==> src/rtl/execute_stage.sv <==
// EX stage of the 5-stage MIPS pipeline: ALU, beq/j resolution, and HI/LO with an
// iterative signed shift-add multiplier. Produces the registered XM_* bundle.
module execute_stage #(
    parameter int DATA_W = 32,
    parameter int RD_W   = 5
) (
    input  logic              clk,
    input  logic              rst,
    input  logic [DATA_W-1:0] DX_PC,
    input  logic [DATA_W-1:0] JAddr,
    input  logic              Jump,
    input  logic              Branch,
    input  logic              DX_MemWrite,
    input  logic              DX_MemToReg,
    input  logic              DX_RegWrite,
    input  logic              lhWrite,
    input  logic              lhRead,
    input  logic              mflo,
    input  logic              ALUSrc,
    input  logic [2:0]        ALUCtr,
    input  logic [RD_W-1:0]   RD,
    input  logic [DATA_W-1:0] A,
    input  logic [DATA_W-1:0] B,
    input  logic [DATA_W-1:0] Imm,
    output logic [DATA_W-1:0] XM_ALUout,
    output logic [DATA_W-1:0] XM_B,
    output logic [RD_W-1:0]   XM_RD,
    output logic              XM_MemWrite,
    output logic              XM_MemToReg,
    output logic              XM_RegWrite,
    output logic              XM_Redirect,
    output logic [DATA_W-1:0] XM_Target,
    output logic              mul_busy,
    output logic              ex_stall
);

    localparam int CNT_W = $clog2(DATA_W);

    typedef enum logic [1:0] {S_IDLE, S_MUL, S_DONE} state_t;

    state_t                  r_state;
    logic [CNT_W-1:0]        r_cnt;
    logic [2*DATA_W-1:0]     r_mcand;
    logic [2*DATA_W-1:0]     r_acc;
    logic [DATA_W-1:0]       r_mplier;
    logic                    r_sign;
    logic [DATA_W-1:0]       r_hi;
    logic [DATA_W-1:0]       r_lo;

    logic [DATA_W-1:0]       r_alu_p1;
    logic [DATA_W-1:0]       r_b_p1;
    logic [RD_W-1:0]         r_rd_p1;
    logic                    r_memwrite_p1;
    logic                    r_memtoreg_p1;
    logic                    r_regwrite_p1;
    logic                    r_redirect_p1;
    logic [DATA_W-1:0]       r_target_p1;

    logic signed [DATA_W-1:0] w_a_s;
    logic signed [DATA_W-1:0] w_op2_s;
    logic [DATA_W-1:0]        w_alu;
    logic [DATA_W-1:0]        w_result;
    logic [DATA_W-1:0]        w_btarget;
    logic [DATA_W-1:0]        w_abs_a;
    logic [DATA_W-1:0]        w_abs_b;
    logic                     w_bubble;
    logic                     w_ctl_kill;
    logic                     w_redirect;

    assign mul_busy = (r_state != S_IDLE);
    assign ex_stall = mul_busy & (lhRead | lhWrite);

    always_comb begin
        w_a_s   = A;
        w_op2_s = ALUSrc ? Imm : B;
        case (ALUCtr)
            3'b110:  w_alu = w_a_s - w_op2_s;
            3'b000:  w_alu = w_a_s & w_op2_s;
            3'b001:  w_alu = w_a_s | w_op2_s;
            3'b111:  w_alu = {{(DATA_W-1){1'b0}}, (w_a_s < w_op2_s)};
            default: w_alu = w_a_s + w_op2_s;
        endcase
        w_result  = lhRead ? (mflo ? r_lo : r_hi) : w_alu;
        w_btarget = DX_PC + {Imm[DATA_W-3:0], 2'b00};
        w_abs_a   = A[DATA_W-1] ? -A : A;
        w_abs_b   = B[DATA_W-1] ? -B : B;
        // A mult retires nothing into XM itself, and a stalled slot must not commit anything.
        w_bubble   = ex_stall | lhWrite;
        w_ctl_kill = w_bubble | Jump | Branch;
        w_redirect = !ex_stall & (Jump | (Branch & (A == B)));
    end

    // EX -> XM boundary
    always_ff @(posedge clk or posedge rst) begin
        if (rst) begin
            r_alu_p1      <= '0;
            r_b_p1        <= '0;
            r_rd_p1       <= '0;
            r_memwrite_p1 <= 1'b0;
            r_memtoreg_p1 <= 1'b0;
            r_regwrite_p1 <= 1'b0;
            r_redirect_p1 <= 1'b0;
            r_target_p1   <= '0;
        end else begin
            r_alu_p1      <= w_result;
            r_b_p1        <= B;
            r_rd_p1       <= RD;
            r_memwrite_p1 <= DX_MemWrite & !w_ctl_kill;
            r_memtoreg_p1 <= DX_MemToReg & !w_bubble;
            r_regwrite_p1 <= DX_RegWrite & !w_ctl_kill;
            r_redirect_p1 <= w_redirect;
            r_target_p1   <= Jump ? JAddr : w_btarget;
        end
    end

    // Multiplier FSM: magnitudes multiplied unsigned, sign applied once in DONE.
    always_ff @(posedge clk or posedge rst) begin
        if (rst) begin
            r_state  <= S_IDLE;
            r_cnt    <= '0;
            r_mcand  <= '0;
            r_acc    <= '0;
            r_mplier <= '0;
            r_sign   <= 1'b0;
            r_hi     <= '0;
            r_lo     <= '0;
        end else begin
            case (r_state)
                S_IDLE: begin
                    if (lhWrite && !ex_stall) begin
                        r_mcand  <= {{DATA_W{1'b0}}, w_abs_a};
                        r_mplier <= w_abs_b;
                        r_acc    <= '0;
                        r_sign   <= A[DATA_W-1] ^ B[DATA_W-1];
                        r_cnt    <= '0;
                        r_state  <= S_MUL;
                    end
                end
                S_MUL: begin
                    r_acc    <= r_acc + (r_mplier[0] ? r_mcand : '0);
                    r_mcand  <= r_mcand << 1;
                    r_mplier <= r_mplier >> 1;
                    r_cnt    <= r_cnt + CNT_W'(1);
                    if (r_cnt == CNT_W'(DATA_W-1))
                        r_state <= S_DONE;
                end
                S_DONE: begin
                    {r_hi, r_lo} <= r_sign ? -r_acc : r_acc;
                    r_state      <= S_IDLE;
                end
                default: r_state <= S_IDLE;
            endcase
        end
    end

    assign XM_ALUout   = r_alu_p1;
    assign XM_B        = r_b_p1;
    assign XM_RD       = r_rd_p1;
    assign XM_MemWrite = r_memwrite_p1;
    assign XM_MemToReg = r_memtoreg_p1;
    assign XM_RegWrite = r_regwrite_p1;
    assign XM_Redirect = r_redirect_p1;
    assign XM_Target   = r_target_p1;

endmodule

==> config.mk <==
export PLATFORM = sky130hd
export DESIGN_NAME = execute_stage
export DESIGN_NICKNAME = d
export VERILOG_FILES = /design/src/rtl/execute_stage.sv
export SDC_FILE = /design/constraint.sdc
export NUM_CORES = 1
export LEC_CHECK = 0
export CAP_MARGIN = 0
export CELL_PAD_IN_SITES_DETAIL_PLACEMENT = 1
export CELL_PAD_IN_SITES_GLOBAL_PLACEMENT = 1
export CORE_UTILIZATION = 40
export CTS_CLUSTER_DIAMETER = 50
export CTS_CLUSTER_SIZE = 10
export DETAILED_ROUTE_END_ITERATION = 7
export GPL_ROUTABILITY_DRIVEN = 0
export PLACE_DENSITY = 0.87
export SYNTH_ARGS = -nofsm -noshare
export SYNTH_HDL_FRONTEND = slang
export SYNTH_SLANG_ARGS = --single-unit
==> constraint.sdc <==
create_clock -name clk -period 12.79 [get_ports clk]
set_input_delay 1.9185 -clock clk [delete_from_list [all_inputs] [get_ports clk]]
set_output_delay 1.9185 -clock clk [all_outputs]
set_load 0.05 [all_outputs]
==> metrics.yaml <==
post_drt_wl_per_cell_microns: 24.6
required_ns: 13.31
nets: 3603
synth_area_leaders: "dfrtp_1 33%, ha_1 9.6%, o21ai_0 7.1%"
cp_top_family: "compound AO/OA/AOI/OAI gates"
rsz0062_at_grt: "false"
yosys-top-cells-count: "364 x o21ai_0, 351 x nand2_1, 337 x dfrtp_1"
timing.hold.ws_ns: 0.476
fp.coreArea_sq_um: 63100
hold_path.class: "reg -> reg"
die_h_microns: 255
path_cells: "buf_2, mux2i_1, ha_1, nand2b_1, a21oi_1, o31ai_1, a211oi_1, o41ai_1, o31a_1, o31ai_1, a2111oi_0, a21oi_1, o21ai_0"
path_max_fanout: 34
clk_pin_slew_ns: 0.06
max_cap_violations: 0
grt_overflow: 0
synth_seq_area_share_pct: 33.0
post-dp-hpwl_microns: 73900
floorplan.initialDensity_pct: 40.5
fmax_ghz: 0.164
clkLatencyLatePin_ns: 0.62
dp.cells: 4018
cts.sinks: 337
yosysTopAreaCell: "dfrtp_1"
placed_area_sq_um: 29100
htree_levels: 2
vias_per_cell: 6.16
drv_slew: 0
dp_slack_ns: 6.32
dieArea_sq_um: 64900
power_density_nw_per_um2: 199
die-width_microns: 255
postCtsHoldBufs: 0
cts_root_buffer: "clkbuf_16"
fin_ws_ns: 6.71
worstMarginPinSlew_ns: 1.24
netlist_area_sq_um: 25600
ys.flop_type: "dfrtp_1"
ant_nets: 0
clock_path_buffers: 3
area_growth_pct: 20.2
yosysTopAreaCellShare_pct: 33.0
final.period_utilization_pct: 47.6
routed_wl_microns: 101000
synth.most_common_cell: "o21ai_0"
fin_cells: 4106
cp_slowest_cell: "o41ai_1"
synthDistinctLibCells: 82
grt_pass1_vias: 25600
max_slew_margin_pct: 17.4
rows: 92
grt_max_degree: 105
power.total_mw: 6.12
critical_path_class: "in -> reg"
slowest_delay_ns: 0.85
met3_usage_pct: 5.34
use_met1_pct: 40.1
grt_util_met2_pct: 48.2
route.detailed.drc: 0
status: "completed"
ys_ff_latch: 337
io_pins: 286
drive_gt1_share_pct: 5.19
cts_setup_buffers: 0
p_leak_nw: 13.3
antenna_found_initial: 8
cts_tree: "done"
io_buffer_count: 285
cp_num_buf_inv: 1
hold_viol: 0
grt_pass1_wl_microns: 152000
vias: 25300
synthCells: 3027
drt_iter0_markers: 2246
cp.arrival_ns: 6.61
syn_nets: 3407
setup_viol: 0
min_period_ns: 6.08
numCtsBuffers: 49
ir_drop_mv: 0.104
synth_edf_count: 0
grt_use_total_pct: 30.2
final_area_sq_um: 30700
top_usage_layer: "met2"
fin_tns_setup_ns: 0
drtPass1Iterations: 8
skew_ns: 0.0271
startpoint_type: "input pin"
synth.avg_cell_area_sq_um: 8.45
end_kind: "flip-flop"
utilization_pct: 48.7
async_flop_share_pct: 100
cts_resized: 0
ys_warn_count: 0
[power by group]
| group | switching [mW] | internal (mW) | leakage, nW |
|---|---|---|---|
| Combinational | 1.85 | 1.09 | 8.59 |
| Sequential | 0.368 | 1.42 | 3.90 |
| Clock | 0.543 | 0.842 | 0.788 |
[registers in the layout, summed over array words and instances (netlist names)]
signal and flops:
XM_MemWrite 1, XM_Target 32, XM_RD 5, r_cnt 5
r_mcand 64, r_mplier 32, XM_RegWrite 1, r_sign 1
XM_ALUout 32, XM_MemToReg 1, r_state 2, XM_Redirect 1
r_acc 64, r_lo 32, XM_B 32, r_hi 32
[logic make-up (layout without fill, tap and decap cells)]
group | count (synthesis) | after routing | share of synthesized area (%)
compound gates | 1004 | 1004 | 24.8
simple gates | 862 | 862 | 16.4
flops | 337 | 337 | 33.0
buf+inv | 297 | 526 | 4.37
xor+xnor | 254 | 254 | 8.70
fa+ha+maj | 201 | 201 | 9.95
mux | 72 | 72 | 2.86
other cells | 0 | 4 | 0
[final cells by class]
cell class	instances	area, sq um
antenna	4	10.0
clock buffer	63	1350
clock inverter	21	264
fill	7475	32300
inverter	124	473
multi-input combinational	2393	16100
sequential	337	8430
tap	846	1060
timing repair buffer	318	3080
[final timing paths]
check	startpoint	end	slack, ns	cells past startpoint
max in group asynchronous	rst	r_mplier[31]$_DFFE_PP0P_	8.63	4
min in group asynchronous	rst	r_acc[61]$_DFFE_PP0P_	1.82	2
worst max-delay path	ALUSrc	XM_ALUout[0]$_DFF_PP0_	6.71	13
worst min register to register	r_lo[25]$_DFFE_PP0N_	r_lo[25]$_DFFE_PP0N_	0.48	2
worst min-delay path	r_lo[25]$_DFFE_PP0N_	r_lo[25]$_DFFE_PP0N_	0.48	2
worst max register to register	r_mplier[0]$_DFFE_PP0P_	r_acc[53]$_DFFE_PP0P_	8.01	13
[layout by cell type (no fill, tap or decap), types with 9 or more instances in the layout]
cell             synthesis  final
a211oi_1                32     32
a21o_1                  53     53
a21oi_1                196    196
a221o_1                 13     13
a221oi_1                19     19
a22oi_1                 71     71
a31oi_1                 12     12
and2_1                  82     82
and3_1                  20     20
buf_4                    0     33
clkbuf_16                0     50
clkdlybuf4s50_1          0    280
dfrtp_1                337    336
ha_1                   197    197
inv_1                  122    121
mux2_2                   9      9
mux2i_1                 63     63
nand2_1                351    350
nand2b_1                32     30
nand3_1                 59     59
nand4_1                 32     32
nor2_1                 133    132
nor2b_1                 22     21
nor3_1                  36     36
nor4_1                  13     13
o21a_1                  14     14
o21ai_0                364    364
o21ai_1                 14     14
o21bai_1                27     27
o221ai_1                10     10
o22ai_1                 16     16
o31a_1                   9      9
o31ai_1                 45     45
o41ai_1                 25     25
or2_2                   10     10
or3_1                   21     21
or4_1                   18     18
xnor2_1                118    117
xor2_1                 136    135
[worst register-to-register path: stages (launching register included)]
cell and delay (ns):
dfrtp_1 0.36, buf_4 0.29, and2_1 0.28, ha_1 0.35
o211ai_1 0.14, o211ai_1 0.33, a211oi_1 0.19, o31ai_1 0.59
a31oi_1 0.44, o21ai_0 0.48, a2bb2oi_1 0.63, a41oi_1 0.23
xor2_1 0.22, o21ai_0 0.10
[metal layers]
metal,vias to the layer above,routed length [microns]
li1,11300,-
met1,12600,41800
met2,1099,46900
met3,298,7680
met4,6,4560
met5,-,42
No activity file was read; power rests on OpenSTA's default activity.
